File: config.mk
export PLATFORM = sky130hd
export DESIGN_NAME = pulse_freq_meter
export DESIGN_NICKNAME = d
export VERILOG_FILES = /design/src/rtl/pulse_freq_meter_pkg.sv /design/src/rtl/pulse_freq_meter_edge_det.sv /design/src/rtl/pulse_freq_meter.sv
export SDC_FILE = /design/constraint.sdc
export NUM_CORES = 1
export LEC_CHECK = 0
export ABC_CLOCK_PERIOD_IN_PS = 5500
export BUFFER_PORTS_ARGS = -buffer_cell sky130_fd_sc_hd__buf_2
export CAP_MARGIN = 5
export CORE_MARGIN = 10
export CORE_UTILIZATION = 41
export CTS_BUF_LIST = sky130_fd_sc_hd__clkbuf_2
export CTS_CLUSTER_SIZE = 40
export DETAILED_ROUTE_END_ITERATION = 10
export GPL_TIMING_DRIVEN = 0
export PLACE_DENSITY = 0.63
export SLEW_MARGIN = 20
export SYNTH_ARGS = -nofsm -noshare
export SYNTH_HDL_FRONTEND = slang
export SYNTH_SLANG_ARGS = --single-unit
export TNS_END_PERCENT = 30
File: constraint.sdc
create_clock -name ad_clk -period 5.5 [get_ports ad_clk]
set_input_delay 0.275 -clock ad_clk [delete_from_list [all_inputs] [get_ports ad_clk]]
set_output_delay 0.275 -clock ad_clk [all_outputs]
set_load 0.01 [all_outputs]
File: src/rtl/pulse_freq_meter_pkg.sv
// Shared definitions for the pulse frequency meter: FSM state encoding,
// default counter width and timer sizing helper.
package pulse_freq_meter_pkg;

  localparam int CNT_W_DEFAULT = 32;

  typedef enum logic [2:0] {
    ST_IDLE       = 3'd0,
    ST_WAIT_START = 3'd1,
    ST_GATE       = 3'd2,
    ST_WAIT_STOP  = 3'd3,
    ST_DONE       = 3'd4
  } meas_state_e;

  // Bits needed to hold values 0..n-1, never less than one.
  function automatic int tmr_width(input int n);
    return (n < 2) ? 1 : $clog2(n);
  endfunction

endpackage

File: src/rtl/pulse_freq_meter_edge_det.sv
// Rising-edge detector for a signal already synchronous to ad_clk; the
// registered copy starts low so a level high out of reset reads as a rise once.
module pulse_edge_det (
  input  logic ad_clk,
  input  logic rst_n,
  input  logic i_pulse,
  output logic o_rise
);

  logic r_pulse_d;

  // NOTE: clocked state uses <= so every flop samples pre-edge values.
  always_ff @(posedge ad_clk or negedge rst_n) begin
    if (!rst_n) r_pulse_d <= 1'b0;
    else        r_pulse_d <= i_pulse;
  end

  assign o_rise = i_pulse & ~r_pulse_d;

endmodule

File: src/rtl/pulse_freq_meter.sv
// Edge-aligned gate frequency meter: the gate opens and closes on ad_pulse
// rising edges and reports edges:clocks for firmware to turn into a frequency.
module pulse_freq_meter
  import pulse_freq_meter_pkg::*;
#(
  parameter int CNT_W          = CNT_W_DEFAULT,
  parameter int GATE_CYCLES    = 25_000_000,
  parameter int TIMEOUT_CYCLES = 50_000_000
) (
  input  logic             ad_clk,
  input  logic             rst_n,
  input  logic             meas_en,
  input  logic             ad_pulse,
  output logic [CNT_W-1:0] edge_cnt,
  output logic [CNT_W-1:0] clk_cnt,
  output logic             meas_valid,
  output logic             meas_timeout,
  output logic             busy
);

  localparam int GATE_W = tmr_width(GATE_CYCLES + 1);
  localparam int TO_W   = tmr_width(TIMEOUT_CYCLES);
  localparam logic [GATE_W-1:0] GATE_LAST = GATE_W'(GATE_CYCLES - 1);
  localparam logic [TO_W-1:0]   TO_LAST   = TO_W'(TIMEOUT_CYCLES - 1);

  meas_state_e       r_state, w_state_n;
  logic [CNT_W-1:0]  r_acc_edges, w_acc_edges_n, w_edges_inc;
  logic [CNT_W-1:0]  r_acc_clks, w_acc_clks_n, w_clks_inc;
  logic [GATE_W-1:0] r_gate_tmr, w_gate_tmr_n;
  logic [TO_W-1:0]   r_to_tmr, w_to_tmr_n;
  logic              w_rise, w_timeout;

  logic [CNT_W-1:0]  r_edge_cnt, r_clk_cnt;
  logic              r_meas_valid, r_meas_timeout, r_busy;

  pulse_edge_det u_edge_det (
    .ad_clk  (ad_clk),
    .rst_n   (rst_n),
    .i_pulse (ad_pulse),
    .o_rise  (w_rise)
  );

  // Accumulators stick at all-ones rather than wrapping to a bogus small ratio.
  assign w_edges_inc = (&r_acc_edges) ? r_acc_edges : r_acc_edges + CNT_W'(1);
  assign w_clks_inc  = (&r_acc_clks)  ? r_acc_clks  : r_acc_clks  + CNT_W'(1);

  always_comb begin
    // NOTE: every output gets a default first, so no path can infer a latch.
    w_state_n     = r_state;
    w_acc_edges_n = r_acc_edges;
    w_acc_clks_n  = r_acc_clks;
    w_gate_tmr_n  = r_gate_tmr;
    w_to_tmr_n    = r_to_tmr;
    w_timeout     = 1'b0;

    case (r_state)
      ST_IDLE: begin
        if (meas_en) begin
          w_state_n  = ST_WAIT_START;
          w_to_tmr_n = '0;
        end
      end
      ST_WAIT_START: begin
        if (w_rise) begin
          w_state_n     = ST_GATE;
          w_acc_edges_n = '0;
          w_acc_clks_n  = '0;
          w_gate_tmr_n  = '0;
        end else if (r_to_tmr == TO_LAST) begin
          w_state_n = ST_IDLE;
          w_timeout = 1'b1;
        end else begin
          w_to_tmr_n = r_to_tmr + TO_W'(1);
        end
      end
      ST_GATE: begin
        w_acc_clks_n = w_clks_inc;
        w_gate_tmr_n = r_gate_tmr + GATE_W'(1);
        if (w_rise) w_acc_edges_n = w_edges_inc;
        // A rise on the final gate cycle is a gate edge, never the stop edge.
        if (r_gate_tmr == GATE_LAST) begin
          w_state_n  = ST_WAIT_STOP;
          w_to_tmr_n = '0;
        end
      end
      ST_WAIT_STOP: begin
        w_acc_clks_n = w_clks_inc;
        if (w_rise) begin
          w_acc_edges_n = w_edges_inc;
          w_state_n     = ST_DONE;
        end else if (r_to_tmr == TO_LAST) begin
          w_state_n = ST_IDLE;
          w_timeout = 1'b1;
        end else begin
          w_to_tmr_n = r_to_tmr + TO_W'(1);
        end
      end
      ST_DONE: begin
        w_state_n  = ST_WAIT_START;
        w_to_tmr_n = '0;
      end
      default: w_state_n = ST_IDLE;
    endcase

    // Dropping meas_en wins over any rise or timeout seen in the same cycle.
    if (!meas_en && (r_state != ST_IDLE)) begin
      w_state_n = ST_IDLE;
      w_timeout = 1'b0;
    end
  end

  always_ff @(posedge ad_clk or negedge rst_n) begin
    if (!rst_n) begin
      r_state     <= ST_IDLE;
      r_acc_edges <= '0;
      r_acc_clks  <= '0;
      r_gate_tmr  <= '0;
      r_to_tmr    <= '0;
    end else begin
      r_state     <= w_state_n;
      r_acc_edges <= w_acc_edges_n;
      r_acc_clks  <= w_acc_clks_n;
      r_gate_tmr  <= w_gate_tmr_n;
      r_to_tmr    <= w_to_tmr_n;
    end
  end

  // Outputs load from next-state values so they line up with the DONE cycle.
  always_ff @(posedge ad_clk or negedge rst_n) begin
    if (!rst_n) begin
      r_edge_cnt     <= '0;
      r_clk_cnt      <= '0;
      r_meas_valid   <= 1'b0;
      r_meas_timeout <= 1'b0;
      r_busy         <= 1'b0;
    end else begin
      r_meas_valid   <= (w_state_n == ST_DONE);
      r_meas_timeout <= w_timeout;
      r_busy         <= (w_state_n != ST_IDLE);
      if (w_state_n == ST_DONE) begin
        r_edge_cnt <= w_acc_edges_n;
        r_clk_cnt  <= w_acc_clks_n;
      end
    end
  end

  assign edge_cnt     = r_edge_cnt;
  assign clk_cnt      = r_clk_cnt;
  assign meas_valid   = r_meas_valid;
  assign meas_timeout = r_meas_timeout;
  assign busy         = r_busy;

endmodule
==> flow_metrics.py <==
metrics = {
    "detailed_routing": {
        "wl_per_cell_um": 18.1,
        "routed_wirelength_um": 24400,
        "drc": 0,
        "drt_pre_antenna_iters": 5,
        "vias": 7868,
        "postRouteAntennaNets": 0,
        "initialDrtViolationCount": 559,
        "routed_via_density": 5.84,
    },
    "layout": {
        "final_area_um2": 10400,
        "final_common_cell": "dfrtp_1",
        "fillerInstances": 2142,
        "area_delta_synth_final_pct": 11.6,
        "layout_common_cells": "dfrtp_1, nand2_1, buf_2",
        "drive_above_1_share_pct": 15.3,
        "multi_input_area_um2": 4410,
        "nets": 1058,
        "regArea_um2": 4650,
    },
    "worst_setup_path": {
        "cp_data_arrival_time_ns": 3.64,
        "critPathKind": "reg -> reg",
        "cp_max_fo": 10,
        "startpoint_type": "flop",
        "crit_path_end_kind": "flop",
        "cp_data_required_time_ns": 6.23,
    },
    "synthesis": {
        "synth_enable_flop_cells": 0,
        "synthArstFlopShare_pct": 100,
        "synth_top_area_share_pct": 49.9,
        "synth_area_leaders": "dfrtp_1, nand2_1, nand3_1",
        "syn_area_per_cell_um2": 9.78,
        "synth_top_area_cell": "dfrtp_1",
        "syn_nets": 962,
        "synth_warnings": 0,
        "syn_inst": 954,
        "synth-seq-area-share_pct": 49.9,
        "netlist-cell-type-count": 64,
        "synth_ff_type": "dfrtp_1",
        "synth_area_um2": 9330,
        "synth_seq_cells": 186,
    },
    "global_route": {
        "antenna_found_initial": 1,
        "grtUsageTotal_pct": 17.2,
        "grt_overflow_total": 0,
        "grt_max_degree": 76,
        "grt_pass1_wl_um": 40700,
        "grt_pass1_vias": 7649,
    },
    "sta": {
        "worst_pin_slew_ns": 0.948,
        "setup_tns_ns": 0,
        "grt_setup_unrepaired": "no",
        "finalCritPeriodShare_pct": 53.0,
        "fmax_mhz": 343,
        "setup_viol": 0,
        "min_period_ns": 2.91,
        "max-slew-margin-rel_pct": 36.2,
        "slew_viol_final": 0,
        "setup_slack_ns": 2.59,
        "finalHoldViolCount": 0,
        "fin_skew_ns": 0.0483,
    },
    "floorplanning": {
        "num_rows": 55,
        "pin_count": 71,
        "die_w_um": 171,
        "core_um2": 22500,
        "die_y_um": 171,
        "start_util_pct": 41.5,
        "die-area_um2": 29200,
    },
    "cts": {
        "cts_hold_buf": 5,
        "cts_tree": "built",
        "cts.sinks": 186,
        "clk_path_buf_depth": 2,
        "cts-root-buf": "clkbuf_2",
        "htree_levels": 4,
        "path_clk_slew_ns": 0.28,
        "clock_latency_ns": 0.81,
        "post_cts_buffers": 0,
        "ctsResizeCount": 0,
        "cts_buffers": 17,
    },
    "placement": {
        "place_congestion": 0.867,
        "place_area_um2": 10100,
        "hpwl_um": 17400,
        "pre_cts_slack_ns": 2.62,
        "portBuffers": 70,
    },
    "hold_path": {
        "hold_path.class": "in -> reg",
    },
    "pwr": {
        "peakVddDrop_v": 0.000168,
        "leakagePower_nw": 4.70,
        "total_power_w": 0.00330,
        "pwr_density_cell_nw_per_um2": 317,
    },
    "status": {
        "status": "finished clean",
    },
    "run": {
        "drv_cap": 0,
    },
}
## per-stage QoR
step	utilization [%]	instances	hold WS, ns
2_1_floorplan	-	954	-0.0206
3_3_place_gp	44.6	1309	0.427
3_5_place_dp	44.9	1311	0.193
4_1_cts	46.3	1347	0.159
5_1_grt	46.3	1348	0.139
6_report	46.3	1348	0.225
## cell usage after synthesis (all sizes together) (2+ instances only)
cell type  instances
o2111ai           12
or3               29
nor4bb             2
o21a               2
ha                 4
mux2              27
or4               19
dfrtp            186
mux2i             31
a31o               4
nor2              65
and2              11
o311ai            10
and4              18
o31a               3
o31ai             10
nor4              17
nor2b              2
o21bai             2
a31oi             41
inv               15
nand2            125
nor4b              2
buf               25
o21ai             34
and3              15
a21oi             23
nand4b             2
a41oi              4
nand3b             4
nand3             65
o211ai            35
nand4             41
xnor2              5
nand4bb            3
nand2b             4
clkbuf            25
nor3              15
or4b               2
o41ai              4
## worst max-delay path, cell delays in order, from the launching register on
cell and delay [ns]:
dfrtp_1 0.40, clkbuf_1 0.35, nand2b_1 0.28, or3_1 0.20, clkbuf_1 0.51, clkbuf_1 0.61, o311ai_0 0.33, a31oi_1 0.19
## per-layer routing
layer / wire length, um / track usage (%) / vias up / part of all wire [%]
met3: 1160 / 3.87 / 32 / 4.7
met1: 11700 / 23.7 / 3826 / 48
met2: 11100 / 26.5 / 179 / 46
li1: - / - / 3831 / -
met4: 398 / 5.18 / 0 / 1.6
met5: 0 / 0 / - / 0
## cell type report
type	instances	share of cell area (%)
sequential	186	44.7
tap	285	3.42
multi-input combinational	703	42.4
antenna	1	0.0240
clock buffer	17	0.817
inverter	15	0.541
timing repair buffer	77	4.57
clock inverter	14	1.53
buffer	50	2.04
## report_power, final
group	switching [W]	internal [W]	leakage, nW	total [W]
clock	0.000536	0.000184	0.141	0.000720
sequential	0.000207	0.00159	2.54	0.00180
combinational	0.000481	0.000299	2.02	0.000780
## cells by family (layout without fill, tap and decap cells)
| group | Yosys count | count (layout) | share of synthesized area (%) |
|---|---|---|---|
| muxes | 58 | 58 | 6.58 |
| AOI/OAI and AO/OA | 190 | 190 | 14.1 |
| buffers and inverters | 65 | 173 | 2.88 |
| DFF | 186 | 186 | 49.9 |
| adders and majority gates | 4 | 4 | 0.536 |
| xor gates and xnor gates | 6 | 6 | 0.563 |
| other | 0 | 1 | 0 |
| and+or+nand+nor | 445 | 445 | 25.5 |
## final timing paths
path | from | end | slack, ns | cells after the start
max in group asynchronous | rst_n | clk_cnt[23] | 4.21 | 5
min | ad_pulse | u_edge_det.r_pulse_d | 0.23 | 2
max reg2reg | r_state[2] | clk_cnt[17] | 2.59 | 7
min reg2reg | r_gate_tmr[24] | r_gate_tmr[24] | 0.50 | 1
max | r_state[2] | clk_cnt[17] | 2.59 | 7
min in group asynchronous | rst_n | r_acc_edges[17] | 0.50 | 4
## flip-flops by register name (all words and copies together), names as in the netlist, 3 cells and up
name and cells:
r_acc_clks 32, clk_cnt 32, edge_cnt 32, r_state 3
r_to_tmr 26, r_gate_tmr 25, r_acc_edges 32
(Power assumes the default switching activity.)
